==> src/rtl/keypad_scan_encoder.sv <==
// keypad_scan_encoder: 4x4 keypad scanner with debounce, ghost rejection and a one-entry valid/ack code buffer
module keypad_scan_encoder #(
  parameter int SCAN_DIV = 1000,
  parameter int DEBOUNCE = 4
) (
  input  logic       clk,
  input  logic       nreset,
  input  logic [3:0] row_in,
  output logic [3:0] col_out,
  output logic [3:0] key_code,
  output logic       key_valid,
  input  logic       key_ack,
  output logic       key_down,
  output logic       overrun
);
  localparam int SW = $clog2(SCAN_DIV);
  localparam int CW = $clog2(DEBOUNCE + 1);
  localparam logic [1:0] S_IDLE  = 2'd0;
  localparam logic [1:0] S_DEB   = 2'd1;
  localparam logic [1:0] S_PRESS = 2'd2;
  localparam logic [1:0] S_REL   = 2'd3;
  logic [3:0]    row_s1, row_s2;
  logic [SW-1:0] slot;
  logic [1:0]    col;
  logic [15:0]   map_q, map;
  logic [1:0]    state, state_nx;
  logic [CW-1:0] cnt, cnt_nx, cnt_inc;
  logic [3:0]    cand, cand_nx, k;
  logic          last, sweep_end, single, same, done, emit;
  assign col_out   = ~(4'b0001 << col);
  assign last      = slot == SW'(SCAN_DIV - 1);
  assign sweep_end = last && col == 2'd3;
  assign single    = map != 16'd0 && (map & (map - 16'd1)) == 16'd0;
  assign same      = single && k == cand;
  assign cnt_inc   = cnt + 1'b1;
  assign done      = cnt_inc == CW'(DEBOUNCE);
  assign emit      = sweep_end && state == S_DEB && same && done;
  // Pressed map for this sweep: live rows for the driven column, stored samples elsewhere; bit index = {row, col}
  always_comb begin
    map = map_q;
    for (int r = 0; r < 4; r++)
      for (int c = 0; c < 4; c++)
        map[r*4+c] = (2'(c) == col) ? ~row_s2[r] : map_q[r*4+c];
  end
  // Index of the set bit; only meaningful when exactly one key is pressed
  always_comb begin
    k = 4'd0;
    for (int i = 0; i < 16; i++)
      if (map[i]) k = 4'(i);
  end
  // Debounce FSM next state, evaluated only at sweep end
  always_comb begin
    state_nx = state;
    cand_nx  = cand;
    cnt_nx   = cnt;
    if (sweep_end)
      case (state)
        S_IDLE: if (single) begin
          state_nx = S_DEB;
          cand_nx  = k;
          cnt_nx   = CW'(1);
        end
        S_DEB: if (same) begin
          cnt_nx   = cnt_inc;
          state_nx = done ? S_PRESS : S_DEB;
        end else if (single) begin
          cand_nx = k;
          cnt_nx  = CW'(1);
        end else state_nx = S_IDLE;
        S_PRESS: if (!single) begin
          state_nx = S_REL;
          cnt_nx   = CW'(1);
        end
        default: if (!single) begin
          cnt_nx   = cnt_inc;
          state_nx = done ? S_IDLE : S_REL;
        end else state_nx = S_PRESS;
      endcase
  end
  // Row synchroniser, column scan and per-slot row sampling
  always_ff @(posedge clk or negedge nreset)
    if (!nreset) begin
      row_s1 <= 4'hF;
      row_s2 <= 4'hF;
      slot   <= '0;
      col    <= 2'd0;
      map_q  <= 16'd0;
    end else begin
      row_s1 <= row_in;
      row_s2 <= row_s1;
      slot   <= last ? '0 : slot + 1'b1;
      col    <= last ? col + 2'd1 : col;
      if (last) map_q <= map;
    end
  // FSM state and key_down; key_down tracks the held states of the next state
  always_ff @(posedge clk or negedge nreset)
    if (!nreset) begin
      state    <= S_IDLE;
      cand     <= 4'd0;
      cnt      <= '0;
      key_down <= 1'b0;
    end else begin
      state    <= state_nx;
      cand     <= cand_nx;
      cnt      <= cnt_nx;
      key_down <= state_nx[1];
    end
  // One-entry output buffer; an emit into a full, unacknowledged buffer is dropped and flagged
  always_ff @(posedge clk or negedge nreset)
    if (!nreset) begin
      key_code  <= 4'd0;
      key_valid <= 1'b0;
      overrun   <= 1'b0;
    end else begin
      if (emit && key_valid && !key_ack) overrun <= 1'b1;
      else if (key_valid && key_ack) overrun <= 1'b0;
      if (emit && (!key_valid || key_ack)) begin
        key_code  <= cand;
        key_valid <= 1'b1;
      end else if (key_valid && key_ack) key_valid <= 1'b0;
    end
endmodule

==> config.mk <==
export PLATFORM = sky130hd
export DESIGN_NAME = keypad_scan_encoder
export DESIGN_NICKNAME = d
export VERILOG_FILES = /design/src/rtl/keypad_scan_encoder.sv
export SDC_FILE = /design/constraint.sdc
export NUM_CORES = 1
export LEC_CHECK = 0
export ABC_AREA = 1
export ABC_CLOCK_PERIOD_IN_PS = 3250
export BUFFER_PORTS_ARGS = -buffer_cell sky130_fd_sc_hd__buf_2
export CAP_MARGIN = 0
export CORE_ASPECT_RATIO = 1.5
export CORE_MARGIN = 5
export CORE_UTILIZATION = 40
export CTS_BUF_LIST = sky130_fd_sc_hd__clkbuf_2
export DETAILED_ROUTE_END_ITERATION = 8
export PLACE_DENSITY_LB_ADDON = 0.05
export SYNTH_ARGS = -nofsm -noshare
export SYNTH_HDL_FRONTEND = slang
export SYNTH_SLANG_ARGS = --single-unit
==> constraint.sdc <==
create_clock -name clk -period 3.25 [get_ports clk]
set_input_delay 0.65 -clock clk [delete_from_list [all_inputs] [get_ports clk]]
set_output_delay 0.65 -clock clk [all_outputs]
set_load 0.02 [all_outputs]
==> run_results.csv <==
group,metric,value,unit
sta,fmax,342,MHz
yosys,synthFlopType,"dfrtp_1",
floorplan,dieWidth,79.4,um
worst_setup_path,endpoint_kind,"flip-flop",
layout,fin_cells,464,
clock_network,root_buffer,"clkbuf_2",
sta,hold_viol,0,
grt,grt_pass1_wl,11300,um
drt,highest_layer,"met4",
drt,route.detailed.drc,0,
clock_network,numCtsBuffers,5,
layout,final_core_util,43.9,%
worst_setup_path,r2r_start,"col[0]$_DFFE_PN0N_",
grt,grt_usage,16.0,%
sta,drv_slew,0,
place,dp_cells,456,
sta,worst_slew_pin_slew,0.660,ns
min_path,min_path_type,"input pin to flip-flop",
clock_network,path_clk_slew,0.28,ns
floorplan,rows,38,
place,hpwl,4850,um
drt,detail_route.wl_per_cell,13.9,um
grt,grt_pass1_vias,2403,
clock_network,hold_buffers,0,
status,run_status,"complete, no violations",
power_and_ir_drop,p_leak,0.00159,uW
yosys,synth_edf_count,0,
worst_setup_path,worstSetupStartpointType,"flip-flop",
layout,n_fill_cell,747,
clock_network,htreeDepth,2,
yosys,async_flop_share,100,%
drt,drt_iter0_markers,129,
yosys,synth_cell_type_count,39,
worst_setup_path,reg2reg_depth,17,
worst_setup_path,crit_required,3.62,ns
layout,drive_gt1_share,20.3,%
clock_network,clock-sinks,51,
sta,period_needed,2.92,ns
yosys,synth_seq_cells,51,
layout,syn_to_final_growth,8.22,%
sta,slew_headroom,56.0,%
grt,grt_max_degree,52,
worst_setup_path,crit_path_max_fanout,9,
worst_setup_path,r2r-end,"state[0]$_DFFE_PN0P_",
yosys,synthDominantCellAreaShare,37.2,%
place,numPortBuffers,17,
min_path,hp-start,"row_in[3]",
drt,wl_met2,3410,um
clock_network,cts_setup_buffers,0,
yosys,ys_seq_area_share,44.5,%
clock_network,post_cts_resize_count,0,
yosys,synth_area_leaders,"dfrtp_1, nand2_1, dfstp_2",
sta,fin_crit_sh,90.0,%
yosys,synthCells,360,
drt,num_vias,2345,
worst_setup_path,ff2ff_setup_slack,0.33,ns
yosys,yosys_warnings,0,
yosys,yosysMostFrequentCell,"nand2_1",
layout,diodes,0,
grt,antenna_found_initial,0,
grt,overflow,0,
worst_setup_path,crit_arrival,3.29,ns
min_path,hold_path_end,"row_s1[3]$_DFF_PN1_",
clock_network,cts_buffer_depth,2,
floorplan,die_area,9060,um^2
drt,drtAntennaViolNets,0,
drt,wl_met1,2690,um
sta,skew,0.0337,ns
sta,setup_ws,0.326,ns
sta,rsz0062_at_grt,"no",
yosys,synth_area_per_cell,8.03,um^2
yosys,synthTopCellsByCount,"nand2_1, dfrtp_1, inv_1, o21ai_0, nor2_1",
layout,regArea,1290,um^2
power_and_ir_drop,p_per_area,310,nW/um^2
sta,setup_tns,0,ns
floorplan,core_area,7130,um^2
floorplan,ios,18,
yosys,yosysTopAreaCell,"dfrtp_1",
clock_network,insertion_delay,0.47,ns
layout,multi_input_area,1380,um^2
min_path,min_path_cells,1,
power_and_ir_drop,peakVddDrop,0.120,mV
drt,dr_wl_met3,192,um
layout,fin_nets,397,
worst_setup_path,criticalPathCategory,"flip-flop to flip-flop",
run,cap_violations,0,
drt,first_pass_iters,4,
worst_setup_path,startpoint,"col[0]$_DFFE_PN0N_",
yosys,syn-num-nets,374,
yosys,syn_area,2890,um^2
sta,finalSetupViolCount,0,
place,dp_slack,0.254,ns
drt,viasPerCell,5.05,
place,gp_congestion,0.796,
floorplan,start_util,40.5,%
clock_network,cts_tree,"built",
floorplan,die_y,114,um
drt,drt_wl_total,6470,um
[routing by layer]
| metal | vias to the layer above | track usage [%] |
|---|---|---|
| met3 | 14 | 3.15 |
| met2 | 39 | 28.8 |
| li1 | 1213 | - |
| met4 | 0 | 6.77 |
| met5 | - | 0 |
| met1 | 1079 | 18.1 |
[flip-flops by register name (all words and copies together) (netlist names)]
signal and count:
cnt 3, map_q 16, key_valid 1, overrun 1
state 2, slot 10, row_s2 4, key_code 4
col 2, cand 4, row_s1 4
[cell usage in the layout, fill, tap and decap left out, drive strengths merged]
master / n
clkinv: 6
buf: 24
xor2: 3
nor3: 11
ha: 7
nor2: 25
clkbuf: 5
and2: 1
nand3: 17
a22oi: 1
o21a: 2
dfstp: 8
o21bai: 1
a31oi: 7
nand4: 8
inv: 46
nand2: 105
dfrtp: 43
a211oi: 1
o22ai: 1
or2: 3
o21ai: 43
a21oi: 15
o211ai: 1
[power by group]
part / internal (uW) / switching [uW] / total [uW]
Combinational: 18.2 / 43.2 / 61.4
Clock: 49.4 / 209 / 258
Sequential: 646 / 4.68 / 651
Total: 714 / 257 / 971
[area by class of cell]
| type | count | area share (%) |
|---|---|---|
| clock buffer | 5 | 0.800 |
| clock inverter | 3 | 0.480 |
| inverter | 49 | 6.04 |
| multi-input combinational | 252 | 44.0 |
| sequential | 51 | 41.1 |
| tap | 80 | 3.20 |
| timing repair buffer | 24 | 4.40 |
[cells by family (layout without fill, tap and decap cells)]
group | count (synthesis) | after routing | synth area share [%]
AOI/OAI and AO/OA | 72 | 72 | 15.3
xor gates and xnor gates | 3 | 3 | 0.909
adders and majority gates | 7 | 7 | 3.03
buffers and inverters | 57 | 81 | 7.92
DFF | 51 | 51 | 44.5
and+or+nand+nor | 170 | 170 | 28.3
[worst max-delay path: stages, from the launching register on]
cell and delay [ns]:
dfrtp_1 0.46, inv_1 0.12, ha_1 0.41, nand2_1 0.12, o21ai_2 0.11, nand2_2 0.13, nor2_4 0.17, inv_2 0.06
nor2_4 0.12, nor2_1 0.07, nor3_2 0.15, nand2_1 0.09, nor2_2 0.14, nand3_4 0.18, a31oi_1 0.24, nand3_1 0.15
nand2_1 0.08, o21ai_1 0.06
[worst max-delay path by stage]
stage / end / slack (ns) / cells after the start
after detailed placement: key_code[1]$_DFFE_PN0P_ / 0.25 / 17
after floorplan: key_code[0]$_DFFE_PN0P_ / 0.78 / 17
after global routing: key_code[3]$_DFFE_PN0P_ / 0.02 / 17
final: state[0]$_DFFE_PN0P_ / 0.33 / 17
after CTS: key_code[1]$_DFFE_PN0P_ / 0.26 / 17
after global placement: key_code[1]$_DFFE_PN0P_ / 0.32 / 17
[metrics by stage]
step           hold slack, ns  instance area [um^2]  power, uW
3_5_place_dp            0.347                  3090        725
5_1_grt                 0.155                  3130       1030
3_3_place_gp            0.346                  3090        724
6_report                0.226                  3130        971
4_1_cts                 0.193                  3130        994
2_1_floorplan           0.345                  2890        696
(Power assumes the default switching activity.)
